[src/rtl/fetch_queue_pkg.sv]
// Shared definitions for the THCO fetch path: word widths, NOP encoding,
// fetch FSM state encoding and the {pc,instr} entry held in the prefetch FIFO.
package fetch_queue_pkg;

  localparam int INSTR_W = 16;
  localparam int ADDR_W  = 16;
  localparam logic [INSTR_W-1:0] NOP_INSTR = 16'h0800;

  typedef enum logic {
    ST_BOOT = 1'b0,
    ST_RUN  = 1'b1
  } fetch_state_t;

  typedef struct packed {
    logic [ADDR_W-1:0]  pc;
    logic [INSTR_W-1:0] instr;
  } fetch_entry_t;

  // Increment that sticks at all-ones instead of wrapping.
  function automatic logic [15:0] sat_inc16(input logic [15:0] v);
    return (v == 16'hFFFF) ? v : v + 16'd1;
  endfunction

endpackage

[src/rtl/fetch_queue_fifo.sv]
// DEPTH-entry FIFO of {pc,instr} pairs for the fetch queue.
// Head entry is read straight from slot registers so the ID outputs come
// from registered state. clear empties the queue and overrides push/pop.
module fetch_queue_fifo
  import fetch_queue_pkg::*;
#(
  parameter int DEPTH = 4
) (
  input  logic                   clk,
  input  logic                   rst,
  input  logic                   push,
  input  logic                   pop,
  input  logic                   clear,
  input  fetch_entry_t           din,
  output fetch_entry_t           head,
  output logic [$clog2(DEPTH):0] count
);

  localparam int PTR_W = $clog2(DEPTH);
  localparam int CNT_W = PTR_W + 1;

  logic [PTR_W-1:0] wr_ptr_reg;
  logic [PTR_W-1:0] rd_ptr_reg;
  logic [CNT_W-1:0] count_reg;
  fetch_entry_t     slot_data [DEPTH];

  genvar gi;
  generate
    for (gi = 0; gi < DEPTH; gi++) begin : g_slot
      fetch_entry_t slot_reg;

      // Capture the incoming pair when this slot is the write target.
      always_ff @(posedge clk or negedge rst) begin
        if (!rst)
          slot_reg <= '0;
        else if (push && !clear && (wr_ptr_reg == PTR_W'(gi)))
          slot_reg <= din;
      end

      assign slot_data[gi] = slot_reg;
    end
  endgenerate

  // Pointer and occupancy bookkeeping; pointers wrap naturally modulo DEPTH.
  always_ff @(posedge clk or negedge rst) begin
    if (!rst) begin
      wr_ptr_reg <= '0;
      rd_ptr_reg <= '0;
      count_reg  <= '0;
    end else if (clear) begin
      wr_ptr_reg <= '0;
      rd_ptr_reg <= '0;
      count_reg  <= '0;
    end else begin
      if (push)
        wr_ptr_reg <= wr_ptr_reg + PTR_W'(1);
      if (pop)
        rd_ptr_reg <= rd_ptr_reg + PTR_W'(1);
      case ({push, pop})
        2'b10:   count_reg <= count_reg + CNT_W'(1);
        2'b01:   count_reg <= count_reg - CNT_W'(1);
        default: count_reg <= count_reg;
      endcase
    end
  end

  assign head  = slot_data[rd_ptr_reg];
  assign count = count_reg;

endmodule

[src/rtl/fetch_queue.sv]
// PC generator and instruction prefetch queue for the THCO pipeline.
// Fetches from combinational instruction memory, replays the same PC on
// SRAM conflicts, buffers words against ID stalls and flushes on redirect.
// Optional FETCH_PERF_EN adds saturating fetch / conflict counters.
module fetch_queue
  import fetch_queue_pkg::*;
#(
  parameter int          DEPTH    = 4,
  parameter logic [15:0] RESET_PC = 16'h0000,
  parameter logic [15:0] PC_STEP  = 16'd1
) (
  input  logic                   clk,
  input  logic                   rst,
  input  logic                   mem_conflict,
  input  logic                   redirect_valid,
  input  logic [ADDR_W-1:0]      redirect_pc,
  output logic [ADDR_W-1:0]      imem_addr,
  input  logic [INSTR_W-1:0]     imem_data,
  output logic                   id_valid,
  input  logic                   id_ready,
  output logic [INSTR_W-1:0]     id_instr,
  output logic [ADDR_W-1:0]      id_pc,
`ifdef FETCH_PERF_EN
  output logic [15:0]            perf_fetch_cnt,
  output logic [15:0]            perf_conflict_cnt,
`endif
  output logic [$clog2(DEPTH):0] occupancy
);

  localparam int CNT_W = $clog2(DEPTH) + 1;

  fetch_state_t      state_reg;
  fetch_state_t      state_next;
  logic              run_en;
  logic [ADDR_W-1:0] pc_reg;
  logic              pop;
  logic              has_room;
  logic              fetch_ok;
  fetch_entry_t      push_entry;
  fetch_entry_t      head_entry;
  logic [CNT_W-1:0]  fifo_count;

  // FSM state register.
  always_ff @(posedge clk or negedge rst) begin
    if (!rst)
      state_reg <= ST_BOOT;
    else
      state_reg <= state_next;
  end

  // One settling cycle in BOOT, then RUN forever.
  always_comb begin
    state_next = state_reg;
    case (state_reg)
      ST_BOOT: state_next = ST_RUN;
      ST_RUN:  state_next = ST_RUN;
      default: state_next = ST_BOOT;
    endcase
  end

  // Fetching is only permitted in RUN.
  always_comb begin
    run_en = (state_reg == ST_RUN);
  end

  assign pop      = id_valid & id_ready;
  assign has_room = (fifo_count < CNT_W'(DEPTH)) | pop;
  assign fetch_ok = run_en & ~mem_conflict & ~redirect_valid & has_room;

  // PC: redirect wins, otherwise advance only on an accepted fetch.
  always_ff @(posedge clk or negedge rst) begin
    if (!rst)
      pc_reg <= RESET_PC;
    else if (redirect_valid)
      pc_reg <= redirect_pc;
    else if (fetch_ok)
      pc_reg <= pc_reg + PC_STEP;
  end

  assign imem_addr  = pc_reg;
  assign push_entry = '{pc: pc_reg, instr: imem_data};

  fetch_queue_fifo #(
    .DEPTH (DEPTH)
  ) u_fifo (
    .clk   (clk),
    .rst   (rst),
    .push  (fetch_ok),
    .pop   (pop & ~redirect_valid),
    .clear (redirect_valid),
    .din   (push_entry),
    .head  (head_entry),
    .count (fifo_count)
  );

  assign occupancy = fifo_count;
  assign id_valid  = (fifo_count != '0);
  assign id_instr  = id_valid ? head_entry.instr : NOP_INSTR;
  assign id_pc     = id_valid ? head_entry.pc : '0;

`ifdef FETCH_PERF_EN
  // Saturating counters of accepted fetches and conflict-blocked RUN cycles.
  always_ff @(posedge clk or negedge rst) begin
    if (!rst) begin
      perf_fetch_cnt    <= '0;
      perf_conflict_cnt <= '0;
    end else begin
      if (fetch_ok)
        perf_fetch_cnt <= sat_inc16(perf_fetch_cnt);
      if (run_en && mem_conflict && !redirect_valid)
        perf_conflict_cnt <= sat_inc16(perf_conflict_cnt);
    end
  end
`endif

endmodule

[config.mk]
export PLATFORM = sky130hd
export DESIGN_NAME = fetch_queue
export DESIGN_NICKNAME = d
export VERILOG_FILES = /design/src/rtl/fetch_queue_pkg.sv /design/src/rtl/fetch_queue_fifo.sv /design/src/rtl/fetch_queue.sv
export SDC_FILE = /design/constraint.sdc
export NUM_CORES = 1
export LEC_CHECK = 0
export ABC_CLOCK_PERIOD_IN_PS = 2600
export BUFFER_PORTS_ARGS = -buffer_cell sky130_fd_sc_hd__buf_2
export CORE_MARGIN = 8
export CORE_UTILIZATION = 58
export DETAILED_ROUTE_END_ITERATION = 10
export GPL_TIMING_DRIVEN = 0
export PLACE_DENSITY = 0.92
export SLEW_MARGIN = 20
export SYNTH_ARGS = -nofsm -noshare
export SYNTH_HDL_FRONTEND = slang
export SYNTH_SLANG_ARGS = --single-unit
[constraint.sdc]
create_clock -name clk -period 2.6 [get_ports clk]
set_input_delay 0.39 -clock clk [delete_from_list [all_inputs] [get_ports clk]]
set_output_delay 0.39 -clock clk [all_outputs]
set_load 0.05 [all_outputs]
==> results by group <==
Power
  – Switching Fraction: 36.8%
  – Psw: 3.54 mW
  – Pleak: around 4 nW
  – Register share of total power: approximately a third
  – Max IR drop VDD: around 0.67 mV
  – Proportion of power drawn by the clock network: 28.3%
  – Internal power: 6.08 mW
  – PwrDens: 1120 mW/mm²
  – Logic pwr share: 37.3%

Final layout
  – Max FFs per register: 128
  – Most frequent cells in the layout: dfrtp_1 (151), mux2_2 (124), buf_2 (91)
  – Post-Route Utilization: 71.3%
  – Commonest non-fill, non-tap cell in the layout: dfrtp_1
  – Post-route insts no fill: 801
  – Fillers: roughly 760
  – Antenna diodes: 0
  – Share of layout cells above drive strength 1: 49.1%
  – Layout Area Growth over Synthesis: 19.4%
  – Fin nets: 664
  – Design Area, Final: 0.00860 mm²

Clock tree
  – CTS Sinks: 152
  – Clock slew at reported path FFs: 0.06 ns
  – Clock buffer depth: 2
  – Setup bufs post-CTS: 0
  – CTS tree: built
  – Clk_lat worst skew: 0.42 ns
  – Num CTS Buffers: 17
  – H-tree Lvls: 4
  – Clock root buffer: clkbuf_16

Global route
  – Vias in the first global route: 5209
  – Total GRT Usage: 21.6%
  – Initial antenna violation count: 0
  – Largest net degree at the start of global routing: 110
  – First-pass GRT wire length: 27100 µm
  – GRT overflow: 0

Floorplanning
  – Die H: 127 µm
  – Die area: 0.0162 mm²
  – Core Area: 0.0121 mm²
  – Width of the die: 127 µm
  – I/O pin cnt: 89
  – Row count: 40
  – Starting Density: 59.7%

Worst setup path
  – Cell family with most CP delay: buffers and inverters
  – Crit path buffers/inverters: 3
  – Max FO, Critical Path: 10
  – Crit end category: output port
  – Slowest CP cell: clkbuf_4
  – Crit-path cells: clkbuf_1 -> clkbuf_4 -> mux4_2 -> and2_1 -> buf_2
  – WP data required: 2.21 ns
  – Max stage delay on crit path: between 0.3 and 0.4 ns
  – Arrival time worst endpoint: 2.17 ns
  – Critical path class: reg2out
  – Crit path launch type: flip-flop

Detailed routing
  – Number of remaining DRC errors: 0
  – Post-route antenna net violation count: 0
  – Via count: 4605
  – Vias/cell: 5.75
  – Drt total wl: 16700 µm
  – Drt first pass iters: 4
  – WL/cell: 20.8 µm
  – 1st-iter DRT viols: between 300 and 400

Timing
  – Final setup fails: 0
  – Clk_skew: 0.00627 ns
  – Fin. Hold Viols: 0
  – Fmax achieved: 391 MHz
  – Clock period minus worst slack: between 2 and 3 ns
  – Worst hold slack: 0.181 ns
  – Fin crit share: 98.5%
  – Slew of the pin with the lowest slew margin: 0.664 ns
  – Rel. slew slack: 55.3%
  – Max-slew violations: 0

Run status
  – Status: completed

Logic synthesis
  – Number of enable flip-flop cells after synthesis: 0
  – Post-synthesis async set-or-reset flop share: 100%
  – Seq/Total Area, Yosys: a little over half
  – Synth warn: 0
  – Yosys reg bits: 152
  – Mapped Area: 0.00720 mm²
  – Library cells used by synthesis: between 40 and 50
  – Area leader, netlist: dfrtp_1
  – Cells after Synth: 514
  – Avg Cell Area, Syn: between 10 and 15 µm²
  – Post-synth net total: 557
  – Synth area leaders: dfrtp_1 (53%), mux2_2 (19%), mux4_2 (10%)
  – Top cell type's share of synthesized area: a little over half
  – Ys flop type: dfrtp_1

Placed design
  – Dpl cells: 770
  – Area post-placement: slightly below 0.008 mm²
  – Post-DP HPWL: around 11000 µm
  – GP Congestion: slightly above 0.8
  – IO Port Bufs: a little under 90

Min path
  – Hold WC Path Type: in2reg

Run
  – Max-Cap Viols: 0
stage by stage:
step,total power [mW],worst slack [ns],setup TNS [ns]
final,9.62,0.0397,0
after global routing,10.0,-0.0233,-0.0570
after CTS,9.67,-0.210,-3.74
after detailed placement,6.90,-0.231,-0.231
after global placement,6.72,-0.773,-115.85
after floorplan,5.93,0.150,0
synthesized netlist by cell type (3+ instances only):
library cell	instances
ha_1	5
and2_1	31
buf_4	12
nor4_1	3
nand4_1	3
nor2b_1	3
or2_2	3
a31oi_1	7
and3_1	4
dfrtp_1	152
nor2_1	13
mux4_2	32
mux2_1	6
nand3_1	7
or4_1	6
o21ai_0	8
nand2_1	17
nor3_1	4
xnor2_1	8
inv_1	7
o31ai_1	6
buf_2	7
clkbuf_1	21
mux2_2	124
power groups by stage:
| stage | combinational [mW] | clock (mW) | sequential (mW) |
|---|---|---|---|
| 2_1_floorplan | 2.60 | 0 | 3.33 |
| 3_3_place_gp | 3.48 | 0 | 3.23 |
| 3_5_place_dp | 3.59 | 0 | 3.31 |
| 4_1_cts | 3.62 | 2.75 | 3.30 |
| 5_1_grt | 3.80 | 2.84 | 3.37 |
| 6_report | 3.59 | 2.72 | 3.30 |
logic make-up (layout without fill, tap and decap cells):
| family | after synthesis | after routing | synth area share, % |
|---|---|---|---|
| adders and majority gates | 6 | 6 | 1.15 |
| muxes | 164 | 164 | 30.6 |
| xor gates and xnor gates | 10 | 10 | 1.22 |
| AOI/OAI and AO/OA | 26 | 26 | 2.36 |
| other | 1 | 1 | 0.0521 |
| and+or+nand+nor | 105 | 105 | 8.23 |
| DFF | 152 | 152 | 52.8 |
| buffers and inverters | 50 | 169 | 3.58 |
worst reg2reg max path, delay by kind of cell (launching register included):
kind	cells	cell delay (ns)
muxes	1	0.35
DFF	1	0.44
and+or+nand+nor	4	0.80
AOI/OAI and AO/OA	1	0.15
adders and majority gates	1	0.39
buffers and inverters	1	0.13
layer usage:
layer | up-vias | share of wire (%) | track usage [%]
met5 | - | 0 | 0
met4 | 0 | 1.3 | 6.79
li1 | 2056 | - | -
met1 | 2399 | 41 | 24.8
met2 | 127 | 53 | 38.6
met3 | 23 | 4.8 | 5.78
final cells by class:
| type | count | area (µm²) | area share (%) |
|---|---|---|---|
| flip-flops and latches | 152 | 3800 | 44.2 |
| inverters | 7 | 26.3 | 0.305 |
| well taps | 168 | 210 | 2.44 |
| plain buffers | 42 | 258 | 3.00 |
| multi-input cells | 312 | 3150 | 36.6 |
| clock buffers | 25 | 536 | 6.22 |
| clock inverters | 6 | 133 | 1.54 |
| repair buffers | 89 | 483 | 5.61 |
timing repair:
| action | CTS | global route |
|---|---|---|
| endpoints found under the setup margin | 34 | 27 |
| cloned | 0 | 0 |
| resized for setup | 9 | 13 |
| endpoints found under the hold margin | 43 | 0 |
| hold buffers | 1 | 0 |
final timing paths:
path                                                 endpoint  cells after the start  slack [ns]                           from
worst max register to register                u_fifo.count[2]                      8        0.22                u_fifo.count[2]
worst min-delay path                             imem_addr[0]                      3        0.18                 redirect_pc[0]
worst max-delay path                                 id_pc[9]                      5        0.04           u_fifo.rd_ptr_reg[1]
min in group asynchronous        u_fifo.g_slot[0].slot_reg[1]                      2        0.45                            rst
worst min register to register  u_fifo.g_slot[3].slot_reg[15]                      1        0.49  u_fifo.g_slot[3].slot_reg[15]
max in group asynchronous                u_fifo.rd_ptr_reg[0]                      3        1.28                            rst
Note: power is estimated with default switching activity, not from simulation.
